$ cat src/rtl/djs130_uart_tti_feeder.sv
// Serial 8N1 (or 8E1) receiver that buffers bytes in a FIFO and strobes them into the TTI.
// Latency: a byte reaches o_write 1 clk after it is pushed, provided the delivery gate is open.
// Backpressure: i_ready low and the inter-byte gap only stall delivery. A full FIFO drops new bytes and sets o_overrun.
//
// Ports: clk/rst (async, active-high), i_rxd serial in (idle high), i_ready consumer gate,
//        o_write/o_data byte strobe, o_fifo_count fill level, o_frame_err pulse, o_overrun sticky flag.
// Option: define DJS130_UART_PARITY_EN for 8E1 framing (even parity checked before push).
module djs130_uart_tti_feeder #(
    parameter int CLK_HZ     = 24000000,
    parameter int BAUD       = 115200,
    parameter int FIFO_AW    = 4,
    parameter int GAP_CYCLES = 24000
) (
    input  logic               clk,
    input  logic               rst,
    input  logic               i_rxd,
    input  logic               i_ready,
    output logic               o_write,
    output logic [7:0]         o_data,
    output logic [FIFO_AW:0]   o_fifo_count,
    output logic               o_frame_err,
    output logic               o_overrun
);

    // Rounded divider for 16x oversampling.
    localparam int DIV   = (CLK_HZ + 8 * BAUD) / (16 * BAUD);
    localparam int DIV_W = (DIV > 1) ? $clog2(DIV) : 1;
    localparam int GAP_W = $clog2(GAP_CYCLES + 1);
    localparam int DEPTH = 1 << FIFO_AW;

    typedef enum logic [2:0] {
        S_IDLE,
        S_START,
        S_DATA,
`ifdef DJS130_UART_PARITY_EN
        S_PARITY,
`endif
        S_STOP,
        S_BREAK
    } state_t;

    logic               rx_s1, rx_s2, rx_d;
    logic               fall;
    logic [DIV_W-1:0]   div_cnt;
    logic               tick;
    state_t             state;
    logic [3:0]         tcnt;
    logic [2:0]         bcnt;
    logic [7:0]         shreg;
    logic               push_vld;
    logic [7:0]         push_dat;
`ifdef DJS130_UART_PARITY_EN
    logic               par_bit;
`endif

    logic [7:0]         mem [DEPTH];
    logic [FIFO_AW-1:0] wr_ptr, rd_ptr;
    logic [FIFO_AW:0]   count;
    logic [GAP_W-1:0]   gap_cnt;
    logic               pop, push_ok;

    // Two-flop synchroniser plus one delay flop for edge detection.
    always_ff @(posedge clk or posedge rst) begin
        if (rst) begin
            rx_s1 <= 1'b1;
            rx_s2 <= 1'b1;
            rx_d  <= 1'b1;
        end else begin
            rx_s1 <= i_rxd;
            rx_s2 <= rx_s1;
            rx_d  <= rx_s2;
        end
    end

    assign fall = rx_d & ~rx_s2;

    // Free-running oversample divider, re-phased on the start edge so sampling lands mid-bit.
    always_ff @(posedge clk or posedge rst) begin
        if (rst) begin
            div_cnt <= '0;
        end else if ((state == S_IDLE && fall) || div_cnt == DIV_W'(DIV - 1)) begin
            div_cnt <= '0;
        end else begin
            div_cnt <= div_cnt + DIV_W'(1);
        end
    end

    assign tick = (div_cnt == DIV_W'(DIV - 1));

    // Receive FSM; tcnt counts oversample ticks within the current bit.
    always_ff @(posedge clk or posedge rst) begin
        if (rst) begin
            state       <= S_IDLE;
            tcnt        <= '0;
            bcnt        <= '0;
            shreg       <= '0;
            push_vld    <= 1'b0;
            push_dat    <= '0;
            o_frame_err <= 1'b0;
`ifdef DJS130_UART_PARITY_EN
            par_bit     <= 1'b0;
`endif
        end else begin
            push_vld    <= 1'b0;
            o_frame_err <= 1'b0;
            case (state)
                S_IDLE: begin
                    if (fall) begin
                        state <= S_START;
                        tcnt  <= '0;
                    end
                end
                S_START: begin
                    if (tick) begin
                        if (tcnt == 4'd7) begin
                            // Mid start bit: high means it was only a glitch.
                            tcnt  <= '0;
                            bcnt  <= '0;
                            state <= rx_s2 ? S_IDLE : S_DATA;
                        end else begin
                            tcnt <= tcnt + 4'd1;
                        end
                    end
                end
                S_DATA: begin
                    if (tick) begin
                        tcnt <= tcnt + 4'd1;
                        if (tcnt == 4'd15) begin
                            shreg <= {rx_s2, shreg[7:1]};
                            bcnt  <= bcnt + 3'd1;
                            if (bcnt == 3'd7) begin
`ifdef DJS130_UART_PARITY_EN
                                state <= S_PARITY;
`else
                                state <= S_STOP;
`endif
                            end
                        end
                    end
                end
`ifdef DJS130_UART_PARITY_EN
                S_PARITY: begin
                    if (tick) begin
                        tcnt <= tcnt + 4'd1;
                        if (tcnt == 4'd15) begin
                            par_bit <= rx_s2;
                            state   <= S_STOP;
                        end
                    end
                end
`endif
                S_STOP: begin
                    if (tick) begin
                        tcnt <= tcnt + 4'd1;
                        if (tcnt == 4'd15) begin
                            if (!rx_s2) begin
                                // Line held low through stop: wait for it to release.
                                o_frame_err <= 1'b1;
                                state       <= S_BREAK;
`ifdef DJS130_UART_PARITY_EN
                            end else if (^{shreg, par_bit}) begin
                                o_frame_err <= 1'b1;
                                state       <= S_IDLE;
`endif
                            end else begin
                                push_vld <= 1'b1;
                                push_dat <= shreg;
                                state    <= S_IDLE;
                            end
                        end
                    end
                end
                S_BREAK: begin
                    if (rx_s2) begin
                        state <= S_IDLE;
                    end
                end
                default: state <= S_IDLE;
            endcase
        end
    end

    // Pop is evaluated first, so a full FIFO being popped still takes the push.
    assign pop     = (count != '0) && (gap_cnt == '0) && i_ready;
    assign push_ok = push_vld && ((count != (FIFO_AW + 1)'(DEPTH)) || pop);

    always_ff @(posedge clk) begin
        if (push_ok) begin
            mem[wr_ptr] <= push_dat;
        end
    end

    always_ff @(posedge clk or posedge rst) begin
        if (rst) begin
            wr_ptr    <= '0;
            rd_ptr    <= '0;
            count     <= '0;
            gap_cnt   <= '0;
            o_write   <= 1'b0;
            o_data    <= 8'h00;
            o_overrun <= 1'b0;
        end else begin
            o_write <= pop;
            if (pop) begin
                o_data  <= mem[rd_ptr];
                rd_ptr  <= rd_ptr + FIFO_AW'(1);
                gap_cnt <= GAP_W'(GAP_CYCLES - 1);
            end else if (gap_cnt != '0) begin
                gap_cnt <= gap_cnt - GAP_W'(1);
            end
            if (push_ok) begin
                wr_ptr <= wr_ptr + FIFO_AW'(1);
            end
            if (push_vld && !push_ok) begin
                o_overrun <= 1'b1;
            end
            case ({push_ok, pop})
                2'b10:   count <= count + (FIFO_AW + 1)'(1);
                2'b01:   count <= count - (FIFO_AW + 1)'(1);
                default: count <= count;
            endcase
        end
    end

    assign o_fifo_count = count;

endmodule
$ cat config.mk
export PLATFORM = sky130hd
export DESIGN_NAME = djs130_uart_tti_feeder
export DESIGN_NICKNAME = d
export VERILOG_FILES = /design/src/rtl/djs130_uart_tti_feeder.sv
export SDC_FILE = /design/constraint.sdc
export NUM_CORES = 1
export LEC_CHECK = 0
export CORE_MARGIN = 8
export CORE_UTILIZATION = 39
export DETAILED_ROUTE_END_ITERATION = 7
export DONT_BUFFER_PORTS = 1
export PLACE_DENSITY_LB_ADDON = 0.25
export SYNTH_ARGS = -nofsm -noshare
export SYNTH_HDL_FRONTEND = slang
export SYNTH_SLANG_ARGS = --single-unit
$ cat constraint.sdc
create_clock -name clk -period 2.66 [get_ports clk]
set_input_delay 0.399 -clock clk [delete_from_list [all_inputs] [get_ports clk]]
set_output_delay 0.399 -clock clk [all_outputs]
set_load 0.03 [all_outputs]
Word level (Yosys, flattened, before mapping)
Memory sizes are Yosys's and may differ from the RTL's. A register that Yosys moved wholly into a read port is not among the register bits. Index checks and enable logic that the tools add are counted.

Bits in registers: 65. Memory bits (writable): 128. Output and inout bits: 16. Logic and storage cells: 107. Memories kept: 1.

Add/sub/neg operators: 8. Eq/ne operators: 21. Muxes and demuxes: 36. Bitwise logic cells: 2. Reduce and logical (&&, ||, !) cells: 22.

Memories: mem (words 16, bits a word 8, rd ports 1, clocked after memory_dff 1, wr ports 1, line 56) `logic [7:0] mem [DEPTH];`.

Operators with widths (number): two-way mux 3 bit (14); two-way mux 15 bit (2); two-way mux 4 bit (5); inequality test 2 bit, second input constant (9); adder 4 x 1 -> 4 bit, second input constant (4); logical NOT 15 bit (1); one-hot mux 3 bit (5 select lines) (1); nonzero test 15 bit (1); subtractor 15 x 1 -> 15 bit, second input constant (1); one-hot mux 4 bit (3 select lines) (1); two-way mux 1 bit (10); one-hot mux 5 bit (2 select lines) (1); AND reduction 9 bit (1); == test 4 bit, second input constant (2); AND reduction 4 bit (2); == test 3 x 2 -> 1 bit, second input constant (2); == test 3 bit, second input constant (2); one-hot mux 3 bit (2 select lines) (1); nonzero test 2 bit (3); adder 5 x 1 -> 5 bit, second input constant (1); logical AND 1 bit (5); inequality test 5 bit, second input constant (1); AND reduction 5 bit (1); nonzero test 5 bit (1); 16 further kinds (17).

Depth between registers and ports, before layout
Word-level depth: 7. Mapped depth: 13. Depth with buffers taken out: 12.

Worst setup path after synthesis
Ideal clock, no wire load.

Path kind: reg-to-reg. From: reg gap_cnt[0]. To: reg count[4] (netlist: o_fifo_count[4]). Library setup time: 138 ps. Data arrival time: 2776 ps. Required time: 2522 ps. Path slack: -254 ps. Stages on the path, launching flop included: 14. Path buffers: 1. Period minus slack after synthesis: 2914 ps. Cell sequence: dfrtp_1 -> inv_1 -> ha_1 -> nor4b_4 -> nand4_4 -> or3_1 -> buf_6 -> inv_1 -> ha_1 -> nor2b_1 -> o21a_1 -> or2_2 -> o221ai_1 -> o21ai_1.

Longest elaborated chain between the ends: 7. Elaborated cells on any way between the ends: 9. Classes of those cells: eq/ne: 2; mux: 1; reduce/logical: 6.

Ends and longest elaborated chain: start, declared (line 59) `logic [GAP_W-1:0] gap_cnt;`; start signal, assigned (line 207) `gap_cnt <= GAP_W'(GAP_CYCLES - 1);`; start signal, assigned (line 209) `gap_cnt <= gap_cnt - GAP_W'(1);`; logical NOT 15 bit (*) (line 184) `assign pop = (count != '0) && (gap_cnt == '0) && i_ready;`; logical AND 1 bit (*) (2 in a row) (line 184); logical OR 1 bit (line 185) `assign push_ok = push_vld && ((count != (FIFO_AW + 1)'(DEPTH)) || pop);`; logical AND 1 bit (line 185); == test 2 x 1 -> 1 bit / == test 2 bit (equally long branches) (line 217) `case ({push_ok, pop})`; one-hot mux 5 bit (2 select lines) / nonzero test 2 bit (equally long branches); end signal, assigned (line 218) `2'b10: count <= count + (FIFO_AW + 1)'(1);`; end signal, assigned (line 219) `2'b01: count <= count - (FIFO_AW + 1)'(1);`; end signal, assigned (line 220) `default: count <= count;`; end, declared (line 58) `logic [FIFO_AW:0] count;`.

Every way passes the cells marked *; elsewhere a longest branch is shown, timed or not. A chain may end at the register's enable or synchronous reset.

Worst setup path after layout
From: reg gap_cnt[1]. To: reg count[4] (netlist: o_fifo_count[4]).

Same word-level chain as after synthesis.

==> flow_results.org <==
** Detailed routing
- The routed design uses 7.67 mm of met2 wire.
- Antenna viol nets, final :: 0
- Detailed routing inserted a total of 4529 vias.
- Total DRC errors in the routed layout :: 0
- The pre-antenna-repair detailed-routing pass consisted of 4 iterations.
- After detailed routing, the total wire length is 16.2 mm.
- Sum of met3 wire segment lengths after detailed routing :: 772 um
- The highest metal layer carrying signal wires in the routed design is met4.
- DRT met1 WL :: 7.40 mm
- After the first detailed-routing iteration, the DRC count stood at 251.
- Detail-routed via count per cell :: 5.18
- Dividing the detail-routed wire length by the instance count gives 18.5 um.

** Synthesis
- In the synthesized netlist the dominant register cell turns out to be edfxtp_1.
- Counting flops with a built-in enable in the synthesized netlist gives 128.
- Post-Syn Instances :: 527
- The synthesized design spends more area on one cell type than any other, namely edfxtp_1.
- Synthesis warning total :: 0
- In this run the cell area of the synthesized design comes to 8470 um^2.
- When the netlist entered floorplanning its net count stood at 547.
- edfxtp_1 is the most common cell in the netlist.
- Distinct cells, synth :: 59
- Most instantiated cells after synthesis :: edfxtp_1 (128), dfrtp_1 (70), nor2_1 (46), mux4_2 (32), mux2_2 (21)
- Synthesis inferred 201 register bits.
- In the synthesized netlist the async set-or-reset flop fraction comes to 36.3%.
- Dividing the synthesized area by the synthesized cell count gives 16.1 um^2.
- Sequential elements use 67.0% of the synthesized area.
- By area the synthesized netlist is led by edfxtp_1 (45%), dfrtp_1 (21%), mux4_2 (8.5%).
- After synthesis, the largest area contributor takes up 45.4% of total cell area.

** STA
- Time the worst path needs with I/O delays and setup :: 2700 ps
- On the final layout, the worst hold slack is 318 ps.
- For the final database, setup skew stands at 13.5 ps.
- Final count of negative-setup-slack endpoints :: 1
- Part of the cycle the worst path needs :: 102%
- For the pin with the worst max-slew slack, the measured transition is 714 ps.
- Final worst slack :: -40.3 ps
- Setup TNS :: -40.3 ps
- The final max-slew violation count came to 0.
- Max frequency :: 370 MHz
- The final-report hold violation count is 0.
- Measured against its own limit, the worst slew margin works out to 52.4%.
- Setup repair after global routing could not meet its margin everywhere.

** Clock network
- Clock latency of the later-clocked register in the worst-skew pair :: 500 ps
- Clock-pin slew was measured on the worst setup and hold paths at 60 ps.
- CTS tree :: yes
- The cell sitting at the root of the clock tree is a clkbuf_16.
- TritonCTS Buffers :: 22
- Maximum root-to-sink buffer count :: 3
- The tree built by TritonCTS fans out to 201 sinks.
- CTS built an H-tree with a depth of 1.

** Worst setup path
- Crit path launch :: gap_cnt[1]$_DFFE_PP0P_
- STA classifies the critical path startpoint as a register.
- The worst setup path is captured at a register.
- Data required time of the worst path :: 3080 ps
- Critical path fanouts, max :: 4
- Crit path arrival time :: 3120 ps
- Worst R2R Start :: gap_cnt[1]$_DFFE_PP0P_
- The critical path is of the register to register type.

** Cells and area
- In the final design database the tool counted 599 nets.
- Relative to the synthesized area, the layout overhead comes to 16.4%.
- After filler insertion, the fill cell instance count of the layout stands at 1848.
- Cell area after layout :: 9860 um^2
- Number of antenna repair diodes :: 0
- Cells with a size suffix above 1 make up 27.7% of the layout.

** Global route
- Pin count of the biggest net entering global routing :: 74
- Global routing used 12.5% of the available tracks across all layers.
- The number of antenna violations at the first check in global routing came to 0.
- First-pass GRT wire length :: 26.0 mm
- The via count of the first global-routing pass is 4616.
- After global routing the overflow that remains totals 0.

** Run status
- Result of the run :: finished with violations
- The checks that failed: negative setup slack.

** Placement
- Once placement finished, the instance area stood at 9110 um^2.
- Summed over all nets, the half-perimeter wirelength after detailed placement is 10.6 mm.
- Total of buffers placed on input and output ports :: 0
- Timing analysis after detailed placement gives a worst setup slack of -120 ps.
- The congestion estimate from routability-driven global placement came to 0.794.

** Floorplan
- Die outline width :: 163 um
- Placeable core area :: 21600 um^2
- Die Outline Area :: 26700 um^2
- DIE HEIGHT :: 163 um
- Starting utilization of the core area :: 39.3%
- The floorplan has 54 rows.
- Number of I/O pins :: 20

** Pwr
- Power per cell area :: 672 nW/um^2
- The worst-case IR drop observed on VDD is 575 uV.
- The analysis attributes to cell leakage a power of 3.69 nW.

** Min path
- The worst hold path belongs to the class input pin to register.
- The worst hold path begins at i_ready.

** Job
- Max-Cap Viols :: 0
## placed cells by master, fill, tap and decap left out, types with 4 or more instances in the layout
master     instances
inv_1              9
nor2b_1            9
buf_4             48
a311oi_1           8
mux4_2            32
o21ai_0           14
and3_1             5
nor2_1            46
mux2_2            21
a22o_1             4
edfxtp_1         128
clkbuf_1           5
xnor2_1           11
nand2_1           19
clkinv_2           4
a21oi_1           12
a2111oi_0          6
dfrtp_1           69
mux2i_1           11
ha_1              13
xor2_1             4
nor4_1             4
nand3_1           13
nor3_1            10
clkbuf_16         23
inv_2              4
## where the power goes
group | internal (mW) | switching, mW | total (mW)
combinational | 0.0980 | 0.110 | 0.208
clock | 1.78 | 1.19 | 2.97
sequential | 3.36 | 0.0797 | 3.44
## path summary, 6_finish.rpt
| check | cells after the start | end | slack (ps) |
|---|---|---|---|
| min in group asynchronous | 3 | o_frame_err$_DFF_PP0_ | 440 |
| worst min register to register | 0 | rx_s2$_DFF_PP1_ | 360 |
| worst max-delay path | 12 | o_fifo_count[4]$_DFFE_PP0P_ | -40 |
| max in group asynchronous | 3 | rx_d$_DFF_PP1_ | 1880 |
| worst min-delay path | 3 | gap_cnt[3]$_DFFE_PP0P_ | 320 |
| worst max register to register | 12 | o_fifo_count[4]$_DFFE_PP0P_ | -40 |
## routing by layer
metal  global-route usage [%]  up-vias
met5                        0        -
met4                     3.38        0
met3                     2.52       25
met2                     20.2       83
met1                     16.8     2277
li1                         -     2144
## through the flow
step / cells / power [mW] / utilization (%)
floorplan: 527 / 3.66 / -
global placement: 833 / 3.70 / 42.3
detailed placement: 833 / 3.71 / 42.3
CTS: 875 / 6.71 / 45.7
global route: 875 / 6.87 / 45.7
finish: 875 / 6.62 / 45.7
## final cells by class
| class | count | area (um^2) | area share [%] |
|---|---|---|---|
| Clock inverter | 12 | 124 | 1.26 |
| Tap cell | 280 | 350 | 3.55 |
| Clock buffer | 28 | 594 | 6.03 |
| Sequential cell | 201 | 5680 | 57.6 |
| Inverter | 14 | 55.1 | 0.558 |
| Timing Repair Buffer | 51 | 400 | 4.06 |
| Multi-Input combinational cell | 289 | 2660 | 27.0 |
## what timing repair did
item                                    4_1_cts  5_1_grt
gates resized for setup                       2        0
endpoints found under the setup margin        2        2
buffers inserted                              0        0
pin swaps                                     1        0
gates cloned                                  0        0
hold buffers                                  2        0
hold endpoints to repair                     71        0
## kinds of logic after synthesis
kind of cell	count (synthesis)	synth area share, %
DFF	201	67.0
and+or+nand+nor	130	8.50
AOI/OAI and AO/OA	64	5.82
muxes	64	12.6
buffers and inverters	37	2.07
adders and majority gates	16	2.45
xor gates and xnor gates	15	1.55
## worst max-delay path: stages (launching register included)
cell,delay (ps)
dfrtp_1,380
inv_2,90
ha_4,140
nor4b_4,250
nand4_4,140
or3_4,440
inv_4,80
ha_4,200
nor2b_1,120
o21a_1,190
or2_4,240
o22a_1,200
o21ai_1,150
## sequential cells by signal (all words and copies together), names as in the netlist, 5 cells and up
signal,cells
gap_cnt,15
mem,128
o_data,8
o_fifo_count,5
push_dat,8
shreg,8
Power figures use the tool's default switching activity.
